File: config.mk
export PLATFORM = sky130hd
export DESIGN_NAME = tdc_readout_sched
export DESIGN_NICKNAME = d
export VERILOG_FILES = /design/src/rtl/tdc_sched_pkg.sv /design/src/rtl/tdc_rr_pick.sv /design/src/rtl/tdc_readout_sched.sv
export SDC_FILE = /design/constraint.sdc
export NUM_CORES = 1
export LEC_CHECK = 0
export ABC_AREA = 1
export CORE_MARGIN = 2
export CORE_UTILIZATION = 35
export CTS_CLUSTER_SIZE = 28
export DETAILED_ROUTE_END_ITERATION = 16
export GPL_TIMING_DRIVEN = 1
export PLACE_DENSITY = 0.59
export SYNTH_ARGS = -nofsm -noshare
export SYNTH_HDL_FRONTEND = slang
export SYNTH_SLANG_ARGS = --single-unit
File: constraint.sdc
create_clock -name sys_clk -period 6.3 [get_ports sys_clk]
set_clock_uncertainty 0.1 [all_clocks]
set_input_delay 1.26 -clock sys_clk [delete_from_list [all_inputs] [get_ports sys_clk]]
set_output_delay 1.26 -clock sys_clk [all_outputs]
set_load 0.03 [all_outputs]
File: src/rtl/tdc_sched_pkg.sv
// Shared definitions for the TDC readout scheduler: state encoding, default
// register map of the TDC host interface, and the channel address helper.
package tdc_sched_pkg;

  typedef enum logic [2:0] {
    ST_IDLE    = 3'd0,
    ST_RD_STAT = 3'd1,
    ST_PICK    = 3'd2,
    ST_RD_HI   = 3'd3,
    ST_RD_LO   = 3'd4,
    ST_WR_CLR  = 3'd5,
    ST_PUSH    = 3'd6
  } state_t;

  localparam logic [31:0] TDC_BASE_DEF   = 32'ha000_0000;
  localparam logic [7:0]  STAT_OFS_DEF   = 8'h00;
  localparam logic [7:0]  CLR_OFS_DEF    = 8'h04;
  localparam logic [7:0]  CH_OFS_DEF     = 8'h10;
  localparam logic [7:0]  CH_STRIDE_DEF  = 8'h08;
  localparam logic [2:0]  WB_CTI_CLASSIC = 3'b000;
  localparam logic [3:0]  WB_SEL_ALL     = 4'hf;

  // Address of channel ch's timestamp-hi word; the lo word sits 4 bytes above.
  function automatic logic [31:0] ch_hi_addr(input logic [31:0] base,
                                             input logic [7:0]  ofs,
                                             input logic [7:0]  stride,
                                             input logic [2:0]  ch);
    return base + 32'(ofs) + (32'(ch) * 32'(stride));
  endfunction

endpackage

File: src/rtl/tdc_rr_pick.sv
// Round-robin first-set finder: the first set mask bit at or after rr,
// wrapping from NCHAN-1 back to 0.
module tdc_rr_pick #(
  parameter int NCHAN = 2
) (
  input  logic [NCHAN-1:0] mask,
  input  logic [2:0]       rr,
  output logic             valid,
  output logic [2:0]       idx
);

  logic [7:0] mask8;
  logic [3:0] cand;

  assign mask8 = 8'(mask);

  always_comb begin
    valid = 1'b0;
    idx   = 3'd0;
    cand  = 4'd0;
    for (int k = 0; k < NCHAN; k++) begin
      cand = {1'b0, rr} + 4'(k);
      if (cand >= 4'(NCHAN)) cand = cand - 4'(NCHAN);
      if (!valid && mask8[cand[2:0]]) begin
        valid = 1'b1;
        idx   = cand[2:0];
      end
    end
  end

endmodule

File: src/rtl/tdc_readout_sched.sv
// Autonomous Wishbone master draining TDC timestamps: scan the pending mask,
// pick a channel round-robin, read hi/lo, clear it, and hand the event downstream.
module tdc_readout_sched
  import tdc_sched_pkg::*;
#(
  parameter int          NCHAN     = 2,
  parameter logic [31:0] TDC_BASE  = TDC_BASE_DEF,
  parameter logic [7:0]  STAT_OFS  = STAT_OFS_DEF,
  parameter logic [7:0]  CLR_OFS   = CLR_OFS_DEF,
  parameter logic [7:0]  CH_OFS    = CH_OFS_DEF,
  parameter logic [7:0]  CH_STRIDE = CH_STRIDE_DEF,
  parameter int          POLL_W    = 16,
  parameter int          TMO       = 255
) (
  input  logic              sys_clk,
  input  logic              sys_rst,
  input  logic              enable,
  input  logic [POLL_W-1:0] poll_div,
  input  logic              tdc_irq,
  output logic [31:0]       wb_adr_o,
  output logic [31:0]       wb_dat_o,
  input  logic [31:0]       wb_dat_i,
  output logic [3:0]        wb_sel_o,
  output logic              wb_we_o,
  output logic [2:0]        wb_cti_o,
  output logic              wb_cyc_o,
  output logic              wb_stb_o,
  input  logic              wb_ack_i,
  output logic              ev_stb,
  input  logic              ev_ack,
  output logic [2:0]        ev_chan,
  output logic [63:0]       ev_ts,
  output logic [15:0]       ev_lost,
  output logic              busy,
  output logic [2:0]        state_dbg
);

  // Event handshake: an event transfers on a clock edge where ev_stb and ev_ack
  // are both high; ev_stb, ev_chan and ev_ts hold steady until then, and ev_ack
  // with ev_stb low has no effect.

  state_t            state;
  logic [NCHAN-1:0]  mask_q;
  logic [2:0]        rr;
  logic [2:0]        chan_q;
  logic [31:0]       hi_q;
  logic [31:0]       lo_q;
  logic [POLL_W-1:0] poll_cnt;
  logic [7:0]        tmo_cnt;
  logic              pick_valid;
  logic [2:0]        pick_idx;
  logic              poll_on;
  logic              poll_exp;
  logic [31:0]       req_adr;
  logic [31:0]       req_dat;
  logic              req_we;

  tdc_rr_pick #(.NCHAN(NCHAN)) u_pick (
    .mask  (mask_q),
    .rr    (rr),
    .valid (pick_valid),
    .idx   (pick_idx)
  );

  assign poll_on  = enable && (poll_div != '0);
  assign poll_exp = poll_on && (poll_cnt == poll_div - POLL_W'(1));

  // Access presented by the bus state currently waiting to start its cycle.
  always_comb begin
    req_adr = TDC_BASE + 32'(STAT_OFS);
    req_we  = 1'b0;
    req_dat = 32'd0;
    case (state)
      ST_RD_HI: req_adr = ch_hi_addr(TDC_BASE, CH_OFS, CH_STRIDE, chan_q);
      ST_RD_LO: req_adr = ch_hi_addr(TDC_BASE, CH_OFS, CH_STRIDE, chan_q) + 32'd4;
      ST_WR_CLR: begin
        req_adr = TDC_BASE + 32'(CLR_OFS);
        req_we  = 1'b1;
        req_dat = 32'd1 << chan_q;
      end
      default: ;
    endcase
  end

  always_ff @(posedge sys_clk) begin
    if (sys_rst) begin
      state    <= ST_IDLE;
      wb_adr_o <= 32'd0;
      wb_dat_o <= 32'd0;
      wb_we_o  <= 1'b0;
      wb_cyc_o <= 1'b0;
      wb_stb_o <= 1'b0;
      ev_stb   <= 1'b0;
      ev_lost  <= 16'd0;
      mask_q   <= '0;
      rr       <= 3'd0;
      chan_q   <= 3'd0;
      hi_q     <= 32'd0;
      lo_q     <= 32'd0;
      poll_cnt <= '0;
      tmo_cnt  <= 8'd0;
    end else begin
      case (state)
        ST_IDLE: begin
          if (poll_on) poll_cnt <= poll_exp ? '0 : poll_cnt + POLL_W'(1);
          if (enable && (tdc_irq || poll_exp)) state <= ST_RD_STAT;
        end
        ST_PICK: begin
          if (!pick_valid || !enable) begin
            state <= ST_IDLE;
          end else begin
            chan_q <= pick_idx;
            rr     <= (pick_idx == 3'(NCHAN - 1)) ? 3'd0 : pick_idx + 3'd1;
            state  <= ST_RD_HI;
          end
        end
        ST_PUSH: begin
          if (ev_ack) begin
            ev_stb <= 1'b0;
            state  <= enable ? ST_RD_STAT : ST_IDLE;
          end
        end
        ST_RD_STAT, ST_RD_HI, ST_RD_LO, ST_WR_CLR: begin
          // Cycle starts the edge after state entry, so cyc is always low for
          // at least one cycle between accesses.
          if (!wb_cyc_o) begin
            wb_cyc_o <= 1'b1;
            wb_stb_o <= 1'b1;
            wb_adr_o <= req_adr;
            wb_we_o  <= req_we;
            wb_dat_o <= req_dat;
            tmo_cnt  <= 8'd0;
          end else if (wb_ack_i) begin
            wb_cyc_o <= 1'b0;
            wb_stb_o <= 1'b0;
            wb_we_o  <= 1'b0;
            case (state)
              ST_RD_STAT: begin
                mask_q <= wb_dat_i[NCHAN-1:0];
                state  <= ST_PICK;
              end
              ST_RD_HI: begin
                hi_q  <= wb_dat_i;
                state <= ST_RD_LO;
              end
              ST_RD_LO: begin
                lo_q  <= wb_dat_i;
                state <= ST_WR_CLR;
              end
              default: begin
                ev_stb <= 1'b1;
                state  <= ST_PUSH;
              end
            endcase
          end else if (tmo_cnt == 8'(TMO - 1)) begin
            // Abandon without clearing so the channel is picked up again later.
            wb_cyc_o <= 1'b0;
            wb_stb_o <= 1'b0;
            wb_we_o  <= 1'b0;
            if (ev_lost != 16'hffff) ev_lost <= ev_lost + 16'd1;
            state    <= ST_IDLE;
          end else begin
            tmo_cnt <= tmo_cnt + 8'd1;
          end
        end
        default: state <= ST_IDLE;
      endcase
    end
  end

  assign ev_chan   = chan_q;
  assign ev_ts     = {hi_q, lo_q};
  assign busy      = (state != ST_IDLE);
  assign state_dbg = state;
  assign wb_sel_o  = WB_SEL_ALL;
  assign wb_cti_o  = WB_CTI_CLASSIC;

endmodule
==> flow_summary.toml, run 1 <==
[synthesis]
ys_seq_elements = 133
yosysSeqAreaShare = 0.393
synth_area_um2 = 6780
syn_inst = 938
yosysUniqueCellTypes = 48
synth_edf_count = 0
synthTopCellsByArea = "dfxtp_1, nand2_1, nor2_1"
synthArstFlopShare = 0
yosys.area.top_type = "dfxtp_1"
synth_top_cell_area_share = 0.393
avgSynthCellArea_um2 = 7.22
yosysWarningCount = 0
ys.flop_type = "dfxtp_1"

[finish]
fillers = 1950
multiInputGateArea_um2 = 3420
drive_gt1_frac = 0.0925
nets = 1153
final_area_um2 = 9050
antenna_cells = 0
utilization = 0.480
area_growth_pct = 33.5
fin_cells = 1363
regArea_um2 = 2660

[route]
drt-pass1-iter-count = 4
via_per_inst = 4.62
wl_mm = 18.4
drt_iter0_markers = 268
vias = 6292
ant_nets = 0
wl_per_cell_um = 13.5
drc_errors = 0

[setup_path]
critPathKind = "in2reg"
path_max_fanout = 34
cp-start-kind = "input port"
worstPathArrival_ns = 3.68
cp-end-kind = "flip-flop"
cp.required_ns = 6.55

[grt]
grt-ovfl-total = 0
grt_first_pass_wirelength_mm = 29.4
track_usage = 0.181
grt_max_degree = 59
antenna_found_initial = 0
grt_pass1_vias = 5895

[sta]
hold_ws_ns = 0.362
totalNegativeSetupSlack_ns = 0
worstMarginPinSlew_ns = 1.09
drv_slew = 0
finalCritPeriodShare = 0.544
grt_setup_unrepaired = "false"
fin_ws_ns = 2.87
timing.fmax_ghz = 0.292
setup_viol = 0
finalCriticalPeriod_ns = 3.43
finalHoldViolCount = 0
maxSlewHeadroom = 0.269

[cts]
cts_sinks = 133
cts_made_buffers = 17
cts-resized-gates = 0
cts_setup_buffers = 0
hold_buffers = 0
htreeDepth = 4
clock_latency_ns = 0.42
clk_path_buf_depth = 2
cts_tree = "built"
root_buffer = "clkbuf_16"
clk_pin_slew_ns = 0.06

[floorplan]
core_um2 = 18800
start_util = 0.360
io_pins = 216
dieArea_um2 = 20500
fp.dieH_um = 143
die_w_um = 143
core.rowCount = 50

[placement]
gp_congestion = 0.836
dp_slack_ns = 2.42
buffer_ports.inserted = 159
placed_area_um2 = 8390
hpwl_mm = 13.1
dp.cells = 1331

[flow_run]
cap_violations = 0

[worst_hold_path]
hold_class = "reg2reg"

[power_and_ir_drop]
max-vdd-ir-drop_mv = 0.165
total_power_mw = 2.69
power_density_nw_per_um2 = 297
p_leak_nw = 3.56

[run_status]
status = "finished clean"
[worst paths after layout]
kind	cells past startpoint	endpoint	slack, ns	start
max	7	lo_q[28]$_SDFFE_PP0P_	2.87	wb_ack_i
min	2	lo_q[29]$_SDFFE_PP0P_	0.36	lo_q[29]$_SDFFE_PP0P_
min reg2reg	2	lo_q[29]$_SDFFE_PP0P_	0.36	lo_q[29]$_SDFFE_PP0P_
max reg2reg	9	hi_q[10]$_SDFFE_PP0P_	3.79	state_dbg[0]$_SDFFE_PP0P_
[synthesized netlist by cell type, types with 2 or more instances]
library cell  count
o21ai_0          63
ha_1              9
o21ai_1           3
nand3b_1          5
nand2_2           9
nor2_4            9
a211oi_1          3
nor3_2            6
nor3_1           19
nand4_1           7
clkbuf_1         25
a21oi_1          67
buf_4            57
nand3_2           3
conb_1            2
nand2_1         156
xor2_1           16
clkinv_1          3
xnor2_1           7
nand3_1          72
o21ai_2           2
inv_2             7
or2_2             2
nor4_1            4
or2_1             2
inv_1            86
dfxtp_1         133
nor2_2           15
nand2_4           4
nor2_1          124
[critical path, cell delays in order]
cell and delay [ns]:
clkdlybuf4s50_1 0.50, nand2_1 0.17, clkinv_1 0.82, nand2_1 0.29
buf_4 0.39, nand2_1 0.10, a21oi_1 0.14
[layout by cell type, fill, tap and decap left out, types with 5 or more instances in the layout]
| cell | instances |
|---|---|
| nor2_2 | 17 |
| clkbuf_16 | 17 |
| conb_1 | 56 |
| ha_1 | 9 |
| nor2_4 | 9 |
| nor3_2 | 6 |
| nand4_1 | 7 |
| nand3_1 | 72 |
| nor3_1 | 19 |
| xor2_1 | 16 |
| inv_2 | 8 |
| a21oi_1 | 67 |
| clkdlybuf4s50_1 | 158 |
| bufinv_16 | 5 |
| nand2_2 | 9 |
| xnor2_1 | 7 |
| dfxtp_1 | 133 |
| o21ai_0 | 63 |
| nor2_1 | 122 |
| inv_1 | 85 |
| nand3b_1 | 5 |
| nand2_1 | 156 |
[routing by layer]
| metal | share of wire | wire [um] | track usage |
|---|---|---|---|
| met3 | 0.092 | 1690 | 0.0758 |
| met5 | 0 | 0 | 0 |
| met1 | 0.44 | 8060 | 0.220 |
| met4 | 0.017 | 311 | 0.0599 |
| met2 | 0.45 | 8310 | 0.290 |
[power by group]
group	total, mW	internal [mW]	switching [mW]
Clock	1.10	0.707	0.391
Sequential	0.925	0.882	0.0432
Combinational	0.665	0.211	0.454
Total	2.69	1.80	0.888
[area by class of cell]
cell class | count | area share
inverters | 97 | 0.0405
clock inverters | 14 | 0.0246
well taps | 260 | 0.0360
clock buffers | 18 | 0.0474
flip-flops and latches | 133 | 0.294
multi-input cells | 678 | 0.378
repair buffers | 163 | 0.179
[cells by family after synthesis]
| family | count (synthesis) | synth area share |
|---|---|---|
| other | 2 | 0.00111 |
| adders and majority gates | 9 | 0.0166 |
| buffers and inverters | 181 | 0.132 |
| DFF | 133 | 0.393 |
| AOI/OAI and AO/OA | 146 | 0.114 |
| xor gates and xnor gates | 24 | 0.0331 |
| and+or+nand+nor | 443 | 0.310 |
[state kept, by name, summed over array words and instances (netlist names)]
| signal | count |
|---|---|
| hi_q | 32 |
| lo_q | 32 |
| ev_lost | 16 |
| poll_cnt | 16 |
| tmo_cnt | 8 |
| wb_dat_o | 8 |
| wb_adr_o | 6 |
| ev_chan | 3 |
| rr | 3 |
| state_dbg | 3 |
| mask_q | 2 |
| ev_stb | 1 |
| wb_cyc_o | 1 |
| wb_stb_o | 1 |
| wb_we_o | 1 |
(Power assumes the default switching activity.)
==> inputs of run 2 (changes only) <==
==> constraint.sdc (replaced) <==
create_clock -name sys_clk -period 3.51 [get_ports sys_clk]
set_clock_uncertainty 0.1 [all_clocks]
set_input_delay 0.702 -clock sys_clk [delete_from_list [all_inputs] [get_ports sys_clk]]
set_output_delay 0.702 -clock sys_clk [all_outputs]
set_load 0.03 [all_outputs]
==> run 2 against run 1 <==
Final cell count grew 0.29%; routed wire length down 0.71%; combinational power rose by 79%; critical path depth is 2 lower; cell area is 0.76% lower; register-to-register slack got worse by 2.4 ns; sequential share of layout area grew 0.23 points; die area is the same; core utilization decreased by 0.37 points; power up 67%; critical path type is now reg2out; largest power group is now registers.
==> flow_summary.toml, run 2 (synthesis gave the netlist of run 1 again) <==
[finish]
area_growth_pct = 32.5
fillers = 1898
nets = 1157
drive_gt1_frac = 0.0967
final_cell_mix = "clkdlybuf4s50_1, nand2_1, dfxtp_1"
final_common_cell = "clkdlybuf4s50_1"
top_regs = "hi_q (32), lo_q (32)"
antenna_cells = 0

[sta]
finalCriticalPeriod_ns = 2.75
drv_slew = 0
setup_viol = 0
timing.fmax_ghz = 0.364
finalCritPeriodShare = 0.784
finalHoldViolCount = 0
worstMarginPinSlew_ns = 0.588
maxSlewHeadroom = 0.608
grt_setup_unrepaired = "false"
totalNegativeSetupSlack_ns = 0

[placement]
hpwl_mm = 13.1
buffer_ports.inserted = 159
gp_congestion = 0.886

[grt]
antenna_found_initial = 0
grt_first_pass_wirelength_mm = 29.2
track_usage = 0.180
grt_pass1_vias = 5807
grt-ovfl-total = 0
grt_max_degree = 50

[cts]
clock_latency_ns = 0.42
root_buffer = "clkbuf_16"
cts_made_buffers = 17
cts-resized-gates = 0
cts_tree = "built"
cts_setup_buffers = 0
clk_pin_slew_ns = 0.06
cts_sinks = 133
hold_buffers = 0
htreeDepth = 4
clk_path_buf_depth = 2

[route]
via_per_inst = 4.50
vias = 6152
drt_iter0_markers = 320
drc_errors = 0
wl_mm = 18.2
drt-pass1-iter-count = 4
ant_nets = 0
wl_per_cell_um = 13.3

[power_and_ir_drop]
max-vdd-ir-drop_mv = 0.314
p_leak_nw = 3.53
clkPwrFrac = 0.366
switching_share = 0.353
power_density_nw_per_um2 = 501
intPower_mw = 2.91
seqPwrFrac = 0.370
power_frac_comb = 0.264
total_power_mw = 4.50
p_sw_mw = 1.59

[worst_hold_path]
hold_class = "reg2reg"

[floorplan]
start_util = 0.360
core.rowCount = 50
core_um2 = 18800
io_pins = 216
die_w_um = 143
fp.dieH_um = 143
dieArea_um2 = 20500

[setup_path]
cp-end-kind = "primary output"
critPathKind = "reg2out"
critical_path.slowest_cell = "clkdlybuf4s50_1"
worstPathArrival_ns = 1.95
path_max_fanout = 7
cp_slowest_stage_delay_ns = 0.69
cp-start-kind = "flip-flop"
critPathBufInv = 3
cp_top_family = "buffers and inverters"
cpMostUsedCell = "inv_2"
cp.required_ns = 2.71
path_cells = "nor2_1 -> inv_2 -> nor2_4 -> inv_2 -> clkdlybuf4s50_1"

[flow_run]
cap_violations = 0

[run_status]
status = "finished clean"
run 2: cell types whose count changed in the layout (fill, tap and decap cells not counted), sizes merged:
cell      previous run  this run
bufinv               5         0
buf                  5         9
clkinvlp             2         5
clkinv               6         8
clkbuf              18        19
inv                 98        97
run 2: cell type report:
type | count | area, um^2 | area share
Multi-Input combinational cell | 678 | 3420 | 0.381
Sequential cell | 133 | 2660 | 0.297
Timing Repair Buffer | 167 | 1650 | 0.183
Clock buffer | 19 | 453 | 0.0505
Inverter | 97 | 367 | 0.0408
Tap cell | 260 | 325 | 0.0362
Clock inverter | 13 | 100 | 0.0111
run 2: path summary, 6_finish.rpt:
| kind | from | end | slack (ns) | cells past startpoint |
|---|---|---|---|---|
| worst max-delay path | state_dbg[0]$_SDFFE_PP0P_ | busy | 0.76 | 5 |
| worst min-delay path | lo_q[25]$_SDFFE_PP0P_ | lo_q[25]$_SDFFE_PP0P_ | 0.36 | 2 |
| worst max register to register | tmo_cnt[3]$_SDFFE_PP0P_ | ev_lost[9]$_SDFFE_PP0P_ | 1.44 | 11 |
| worst min register to register | lo_q[25]$_SDFFE_PP0P_ | lo_q[25]$_SDFFE_PP0P_ | 0.36 | 2 |
run 2: through the flow:
step	worst slack, ns	area, um^2	utilization	hold WS, ns	std cells
2_1_floorplan	1.14	6980	-	0.350	992
3_3_place_gp	0.403	8420	0.447	0.345	1335
3_5_place_dp	0.398	8420	0.447	0.349	1335
4_1_cts	0.725	8980	0.477	0.361	1367
5_1_grt	0.597	8980	0.477	0.375	1367
6_report	0.760	8980	0.477	0.360	1367
run 2: power by group through the flow:
stage / Combinational, mW / Sequential, mW / Clock (mW)
final: 1.19 / 1.66 / 1.65
after global routing: 1.32 / 1.67 / 1.75
after CTS: 1.20 / 1.66 / 1.69
after detailed placement: 1.20 / 1.69 / 0
after global placement: 1.20 / 1.69 / 0
after floorplan: 0.745 / 1.79 / 0
run 2: tightest hold or removal path: stages (launching register included):
cell	delay, ns
dfxtp_1	0.30
nand2_1	0.06
a21oi_1	0.05
run 2: metal layers:
layer  vias to the layer above  track usage  share of wire
li1                       3225            -              -
met1                      2766        0.218           0.45
met2                       150        0.296           0.47
met3                        11       0.0637          0.076
met4                         0       0.0615         0.0072
met5                         -            0              0
==> inputs of run 3 (changes only) <==
--- a/config.mk
+++ b/config.mk
@@ -11,7 +11,7 @@
 export CTS_CLUSTER_SIZE = 28
 export DETAILED_ROUTE_END_ITERATION = 16
 export GPL_TIMING_DRIVEN = 1
-export PLACE_DENSITY = 0.59
+export PLACE_DENSITY = 0.62
 export SYNTH_ARGS = -nofsm -noshare
 export SYNTH_HDL_FRONTEND = slang
 export SYNTH_SLANG_ARGS = --single-unit
==> constraint.sdc (replaced) <==
create_clock -name sys_clk -period 2.2 [get_ports sys_clk]
set_clock_uncertainty 0.1 [all_clocks]
set_input_delay 0.44 -clock sys_clk [delete_from_list [all_inputs] [get_ports sys_clk]]
set_output_delay 0.44 -clock sys_clk [all_outputs]
set_load 0.03 [all_outputs]
==> run 3 against run 2 <==
Sequential power is 58% higher; highest routed layer unchanged; critical path depth is 3 lower; core utilization is 3.2 points higher; largest cell class unchanged; largest power group is now the clock network; critical path type unchanged.
==> flow_summary.toml, run 3 (synthesis gave the netlist of run 1 again) <==
[run_status]
status = "finished clean"

[setup_path]
critPathKind = "reg2out"
critPathBufInv = 2
cp-start-kind = "flip-flop"
cp-startpoint = "state_dbg[0]$_SDFFE_PP0P_"
path_cells = "buf_4 -> clkdlybuf4s50_1"
path_max_fanout = 6
r2r_start = "tmo_cnt[0]$_SDFFE_PP0P_"
worstPathArrival_ns = 1.60
cp_slowest_stage_delay_ns = 0.71
cp-end-kind = "primary output"
critical_path.slowest_cell = "clkdlybuf4s50_1"
cp_top_family = "buffers and inverters"
cp.required_ns = 1.66

[power_and_ir_drop]
p_leak_nw = 3.95
seqPwrFrac = 0.337
power_density_nw_per_um2 = 810
power_frac_comb = 0.268
total_power_mw = 7.76
p_sw_mw = 2.58
switching_share = 0.333
clkPwrFrac = 0.394
max-vdd-ir-drop_mv = 0.443
intPower_mw = 5.18

[sta]
setup_viol = 0
finalCriticalPeriod_ns = 2.14
finalHoldViolCount = 0
timing.fmax_ghz = 0.468
drv_slew = 0
grt_setup_unrepaired = "true"
finalCritPeriodShare = 0.971
totalNegativeSetupSlack_ns = 0

[flow_run]
cap_violations = 0

[finish]
antenna_cells = 0
top_regs = "hi_q (32), lo_q (32)"
final_cell_mix = "nand2_1, clkdlybuf4s50_1, dfxtp_1"
final_area_um2 = 9580
area_growth_pct = 41.4
nets = 1207
drive_gt1_frac = 0.148
final_common_cell = "nand2_1"

[floorplan]
fp.dieH_um = 143
io_pins = 216
die_w_um = 143
dieArea_um2 = 20500
core_um2 = 18800
core.rowCount = 50
start_util = 0.360

[worst_hold_path]
hold_class = "in2reg"
worstHoldStart = "sys_rst"

[route]
wl_per_cell_um = 12.9
drt-pass1-iter-count = 4
drt_iter0_markers = 210
drc_errors = 0
wl_mm = 18.3
vias = 6354
via_per_inst = 4.48
ant_nets = 0

[cts]
clock_latency_ns = 0.42
hold_buffers = 0
clk_pin_slew_ns = 0.06
clk_path_buf_depth = 2
root_buffer = "clkbuf_16"
htreeDepth = 4
cts_made_buffers = 17
cts_sinks = 133
cts_tree = "built"

[placement]
hpwl_mm = 13.5
placed_area_um2 = 8830
buffer_ports.inserted = 159
gp_congestion = 0.842

[grt]
grt_pass1_vias = 6007
antenna_found_initial = 0
grt-ovfl-total = 0
grt_max_degree = 46
grt_first_pass_wirelength_mm = 29.8
track_usage = 0.182
[run 3: path summary, 6_finish.rpt]
check	slack, ns	to	depth (start not counted)
max	0.06	state_dbg[0]	2
min	0.28	lo_q[22]$_SDFFE_PP0P_	2
max reg2reg	0.26	ev_lost[9]$_SDFFE_PP0P_	11
min reg2reg	0.36	lo_q[20]$_SDFFE_PP0P_	2
[run 3: cell type report]
type,count,area [um^2]
flip-flops and latches,133,2660
fillers,1801,9250
clock buffers,18,439
clock inverters,14,199
inverters,97,367
well taps,260,325
repair buffers,217,2100
multi-input cells,678,3490
[run 3: power groups by stage]
| stage | Clock, mW | Combinational (mW) | Sequential [mW] |
|---|---|---|---|
| after floorplan | 0 | 1.19 | 2.85 |
| after global placement | 0 | 2.10 | 2.67 |
| after detailed placement | 0 | 2.10 | 2.67 |
| after CTS | 3.13 | 2.10 | 2.62 |
| after global routing | 3.23 | 2.29 | 2.63 |
| final | 3.06 | 2.08 | 2.62 |
[run 3: per-stage QoR]
| stage | utilization | instances | setup WS (ns) | hold slack (ns) |
|---|---|---|---|---|
| 3_5_place_dp | 0.469 | 1383 | -0.569 | 0.351 |
| 2_1_floorplan | - | 992 | 0.0925 | 0.350 |
| 5_1_grt | 0.509 | 1417 | -0.0106 | 0.275 |
| 3_3_place_gp | 0.469 | 1383 | -0.542 | 0.346 |
| 6_report | 0.509 | 1417 | 0.0634 | 0.278 |
| 4_1_cts | 0.506 | 1417 | 0.00824 | 0.257 |
[run 3: repair_timing]
| action | CTS | global route |
|---|---|---|
| pin swaps | 6 | 7 |
| cloned | 0 | 0 |
| gates resized for setup | 12 | 18 |
| setup buffers | 2 | 0 |
| endpoints found under the setup margin | 21 | 19 |
[run 3: worst register-to-register path, stage by stage (launching register included)]
cell and delay, ns:
dfxtp_1 0.33, inv_1 0.09, ha_1 0.18, nand3_1 0.14, nor3_2 0.19, nand2_1 0.17
inv_2 0.10, nand3_2 0.09, nor3_2 0.18, nand2_1 0.10, o21ai_1 0.12, nor2_1 0.05
[run 3: metal layers]
layer	routed length [um]	global-route usage	share of wire	vias to the layer above
met4	206	0.0537	0.011	0
met2	8370	0.293	0.46	176
met3	1400	0.0634	0.076	19
li1	-	-	-	3316
met5	0	0	0	-
met1	8310	0.230	0.45	2843
==> variant 1, RTL diff (flow settings as in run 3) <==
One comparison of `tmo_cnt` changes from == to >=.
--- a/src/rtl/tdc_readout_sched.sv
+++ b/src/rtl/tdc_readout_sched.sv
@@ -152,7 +152,7 @@
                 state  <= ST_PUSH;
               end
             endcase
-          end else if (tmo_cnt == 8'(TMO - 1)) begin
+          end else if (tmo_cnt >= 8'(TMO - 1)) begin
             // Abandon without clearing so the channel is picked up again later.
             wb_cyc_o <= 1'b0;
             wb_stb_o <= 1'b0;
Behaviour: no difference found for any inputs over 4 cycles, from zero or initial values and one cycle with sys_rst high; that may be too few to reach the edited logic, so the function may still have changed.
==> variant 1 against run 3 <==
Non-clock buffer count rose by 10; global-route usage rose by 0.26 points; power rose by 2.0%; count of clock-buffer cells in the layout did not move; sequential cell count did not move; cell count fell by 2.5%; synthesized cell count fell by 1.7%; setup slack got worse by 0.013 ns; final area fell by 0.65%; die area fell by 3.0%; area after synthesis fell by 3.1%; wire length fell by 0.45%; largest cell class unchanged.
==> variant 1: results (changes against run 3) <==
Vias in the first global route -> 6192 (+3.1%)
Vias -> 6418 (+1.0%)
Outcome -> finished, final reports clean
Cell variety after synth -> 44 (-8.3%)
Leak Pwr -> 0.00395 µW (+0.17%)
R2R Path End -> poll_cnt[9]$_SDFFE_PP0P_
Buffering overhead -> 22.8% (+0.88 points)
Multi-input gates -> 663 (-2.2%)
Cell Area, Placed -> 0.00859 mm² (-2.8%)
Largest net degree at the start of global routing -> 59 (+28%)
DR WL/cell -> 13.2 µm (+2.1%)
Dpl hpwl -> 13000 µm (-3.9%)
Clock Latency Late Sink -> 0.41 ns
Gp weighted congestion -> 0.831 (-1.3%)
Clock-cell share -> 7.02% (+0.36 points)
Area contributors post-synth -> dfxtp_1 41%, nand2_1 8.6%, nor2_1 7.5%
Syn Area/Cell -> 7.12 µm² (-1.4%)
Synth Area in XOR/XNOR -> 2.40% (-0.91 points)
Critical path peak fanout -> 5 (-1)
R2R depth -> 12 (+1)
Critical R2R Launch -> state_dbg[2]$_SDFFE_PP0P_
Worst Hold Class -> register to register
Syn. warnings -> 0 (unchanged)
Fin crit period -> 2.15 ns (+0.0130 ns)
Non-Filler Instances -> 1381 (-2.5%)
CTS HTree Levels -> 4 (unchanged)
Compound-Gate Fraction of Synth Area -> 11.7% (+0.30 points)
Inverters -> 93 (-4.1%)
Leading cell types by count after synthesis -> 150 x nand2_1, 133 x dfxtp_1, 132 x nor2_1, 85 x inv_1, 74 x nand3_1
P&R area growth vs syn -> 44.9%
Post-synthesis adder-cell area fraction -> 1.71% (+0.053 points)
CP startpoint -> state_dbg[1]$_SDFFE_PP0P_
Hold Crit Start -> lo_q[22]$_SDFFE_PP0P_
Setup crit end -> state_dbg[1]
Max stage delay on crit path -> 0.68 ns (-0.03 ns)
IR drop worst, VDD -> 0.566 mV (+28%)
Area taken by multi-input logic gates -> 0.00337 mm² (-3.4%)
Sequential cell area share -> 28.0% (+0.22 points)
Initial detailed-routing violation count -> 229 (+9.0%)
Seq/Total Area, Yosys -> 40.5% (+1.2 points)
Share of cells above drive strength 1 -> 15.3% (+0.48 points)
Post-layout nets -> 1198 (-0.75%)
First-pass GRT wire length -> 29800 µm (about the same)
Non-clock buffer count in the final layout -> 227 (+4.6%)
Reg2Reg Setup Slack -> 0.13 ns (-0.13 ns)
Fillers -> 1792 (-0.50%)
Dpl ws -> -0.561 ns (+0.00882 ns)
Final Hold Slack -> 0.359 ns (+0.0813 ns)
Global Route Usage Sum -> 18.5% (+0.26 points)
Dpl cells -> 1338 (-3.3%)
variant 1: cell count changes after synthesis, moves of 3 or more:
cell	delta
nand2_4	-3
nor2_2	-7
nor2_1	+8
nand2_1	-6
nor3_2	-5
xnor2_1	-4
nor2_4	-5
clkbuf_1	+3
a21oi_1	+3
nor3_1	+9
variant 1: layer usage:
metal / track usage, % / vias to the layer above / part of all wire, %
met5: 0 / - / 0
met4: 6.58 / 0 / 1.3
met3: 7.30 / 19 / 9.0
met2: 30.5 / 186 / 47
met1: 21.8 / 2925 / 43
li1: - / 3288 / -
variant 1: repair_timing:
action,4_1_cts,5_1_grt
setup buffers,6,6
resized for setup,30,39
setup endpoints to repair,18,26
pin swaps,12,22
cloned,0,0
variant 1: report_power, final:
part	internal [µW]	switching [µW]	total [µW]
Clock	2150	1070	3220
Combinational	769	1340	2110
Sequential	2520	70.8	2590
==> variant 2, RTL diff (flow settings as in run 3) <==
Made on the original files. `NCHAN` is set to 2 in 2 places; all go to 1.
--- a/src/rtl/tdc_rr_pick.sv
+++ b/src/rtl/tdc_rr_pick.sv
@@ -1,7 +1,7 @@
 // Round-robin first-set finder: the first set mask bit at or after rr,
 // wrapping from NCHAN-1 back to 0.
 module tdc_rr_pick #(
-  parameter int NCHAN = 2
+  parameter int NCHAN = 1
 ) (
   input  logic [NCHAN-1:0] mask,
   input  logic [2:0]       rr,
--- a/src/rtl/tdc_readout_sched.sv
+++ b/src/rtl/tdc_readout_sched.sv
@@ -3,7 +3,7 @@
 module tdc_readout_sched
   import tdc_sched_pkg::*;
 #(
-  parameter int          NCHAN     = 2,
+  parameter int          NCHAN     = 1,
   parameter logic [31:0] TDC_BASE  = TDC_BASE_DEF,
   parameter logic [7:0]  STAT_OFS  = STAT_OFS_DEF,
   parameter logic [7:0]  CLR_OFS   = CLR_OFS_DEF,
Formal check against the unedited RTL: same outputs for any inputs over 4 cycles, from zero or initial values and one cycle with sys_rst high; that may be too few to reach the edited logic, so the function may still have changed.
==> variant 2 against run 3 <==
Setup slack better by 0.020 ns; cell count down 0.49%; sequential cell count down 1; sequential share of layout area up 0.12 points; utilization down 0.26 points; maximum frequency up 0.93%; critical path depth down 1; power down 3.6%; highest routed layer unchanged; register-to-register slack worse by 0.08 ns; area after synthesis down 1.3%; final area down 1.2%; wire length up 1.9%; first-iteration DRC count up 73%.
==> variant 2: results (changes against run 3) <==
Outcome -> finished, final reports clean
Slowest CP cell -> clkdlybuf4s50_1
Asr flop ratio synth -> 0% (unchanged)
Seq/Total Area, Yosys -> 39.5% (+0.20 points)
Clock-cell share -> 6.11% (-0.56 points)
Worst Hold Class -> register to register
Gp weighted congestion -> 0.836 (-0.72%)
Inverters -> 95 (-2.1%)
Fillers -> 1816 (+0.83%)
Buffering overhead -> 22.5% (+0.63 points)
Area contributors post-synth -> dfxtp_1 39%, nand2_1 9.8%, nor2_1 7.5%
Internal power -> 4740 µW (-8.5%)
Crit-path leading delay family -> buffers and inverters
Routed vias/inst -> 4.56 (+1.7%)
Global Route Usage Sum -> 18.4% (+0.18 points)
Syn. warnings -> 0 (unchanged)
Post-layout nets -> 1227 (+1.7%)
R2R Path End -> ev_lost[2]$_SDFFE_PP0P_
Leading cell types by count after synthesis -> 175 x nand2_1, 134 x nor2_1, 132 x dfxtp_1, 87 x inv_1, 68 x nand3_1
Area taken by multi-input logic gates -> 0.00346 mm² (-0.86%)
Multi-input gates -> 688 (+1.5%)
Critical path peak fanout -> 6 (unchanged)
Antenna diodes -> 1 (+1)
CP arrival -> 1.58 ns (-0.02 ns)
Clock sinks -> 132 (-0.75%)
Vias in the first global route -> 5899 (-1.8%)
CTS HTree Levels -> 4 (unchanged)
Clock Latency Late Sink -> 0.42 ns (about the same)
Dpl hpwl -> 13700 µm (+1.3%)
Clk Tree Root Cell -> clkbuf_16
Initial antenna violation count -> 2 (+2)
Reg2Reg Setup Slack -> 0.18 ns (-0.08 ns)
IR drop worst, VDD -> 0.550 mV (+24%)
First-pass GRT wire length -> 29700 µm (-0.40%)
Slew @ Worst Pin -> 0.592 ns
Leak Pwr -> 0.00397 µW (+0.52%)
CLK BUF -> 17 (-1)
Max stage delay on crit path -> 0.72 ns
Hold depth -> 2 (unchanged)
Cell variety after synth -> 43 (-10%)
Share of cells above drive strength 1 -> 14.3% (-0.48 points)
Hold Crit Start -> lo_q[28]$_SDFFE_PP0P_
Detailed Routing Iterations Pass 1 -> 5 (+1)
Cell Area, Placed -> 0.00875 mm² (-0.93%)
Reg clk slew, reported paths -> 0.06 ns (about the same)
Post-Route WL -> 18600 µm (+1.9%)
R2R depth -> 12 (+1)
Non-clock buffer count in the final layout -> 228 (+5.1%)
Regs by FF count -> hi_q (32), lo_q (32)
Largest net degree at the start of global routing -> 54 (+17%)
Sequential cell area share -> 27.9% (+0.12 points)
Sequential cell area -> 0.00264 mm² (-0.75%)
Hold path endpoint -> lo_q[28]$_SDFFE_PP0P_
Initial detailed-routing violation count -> 364 (+73%)
==> variant 2: changes by cell type in the layout (fill, tap and decap cells not counted), moves of 5 or more <==
cell and delta:
nand2_1 +19, buf_4 +16, nor2_1 +10, nor2_2 -7
inv_8 +6, nand3_1 -5
==> variant 2: kinds of logic (layout without fill, tap and decap cells) <==
group | Yosys count | after routing | share of synthesized area, %
AND/OR/NAND/NOR | 454 | 454 | 30.8
adder cells (fa/ha/maj) | 11 | 11 | 2.06
flip-flops | 132 | 132 | 39.5
other | 2 | 61 | 0.112
XOR/XNOR | 21 | 21 | 2.75
buffers and inverters | 181 | 355 | 13.6
AO/OA/AOI/OAI | 142 | 142 | 11.2
==> variant 2: worst max-delay path by stage <==
stage / from / depth (start not counted) / end
6_report: ev_chan[1]$_SDFFE_PP0P_ / 1 / ev_chan[1]
5_1_grt: poll_div[9] / 17 / state_dbg[2]$_SDFFE_PP0P_
4_1_cts: wb_cyc_o$_SDFFE_PP0N_ / 1 / wb_cyc_o
3_5_place_dp: poll_div[1] / 20 / state_dbg[2]$_SDFFE_PP0P_
3_3_place_gp: poll_div[0] / 20 / state_dbg[2]$_SDFFE_PP0P_
2_1_floorplan: poll_div[0] / 18 / poll_cnt[14]$_SDFFE_PP0P_
==> variant 2: power groups by stage <==
| stage | clock network (µW) | registers, µW | logic [µW] |
|---|---|---|---|
| 2_1_floorplan | 0 | 2830 | 1240 |
| 3_3_place_gp | 0 | 2670 | 2080 |
| 3_5_place_dp | 0 | 2670 | 2090 |
| 4_1_cts | 2830 | 2620 | 2090 |
| 5_1_grt | 2940 | 2630 | 2300 |
| 6_report | 2760 | 2620 | 2110 |
==> variant 2: what timing repair did <==
action | 4_1_cts | 5_1_grt
hold endpoints to repair | 0 | 0
endpoints found under the setup margin | 9 | 29
gates cloned | 0 | 0
setup buffers | 0 | 2
gates resized for setup | 10 | 33
pin swaps | 3 | 5
==> variant 2: metrics by stage <==
| step | util (%) | cells | setup TNS, ns | setup WS, ns | hold slack (ns) |
|---|---|---|---|---|---|
| 4_1_cts | 50.0 | 1407 | 0 | 0.0103 | 0.364 |
| 5_1_grt | 50.6 | 1410 | 0 | 0.000518 | 0.381 |
| 3_3_place_gp | 46.8 | 1375 | -7.65 | -0.470 | 0.347 |
| 3_5_place_dp | 46.8 | 1375 | -7.76 | -0.486 | 0.354 |
| 6_report | 50.6 | 1410 | 0 | 0.0831 | 0.362 |
| 2_1_floorplan | - | 1001 | 0 | 0.0746 | 0.350 |
==> variant 2: routing by layer <==
metal  vias to the layer above  global-route usage, %  wire length, µm
li1                       3358                      -                -
met1                      2882                   24.0             8520
met2                       177                   28.2             8400
met3                        10                   7.27             1560
met4                         0                   5.16              142
met5                         -                      0                0
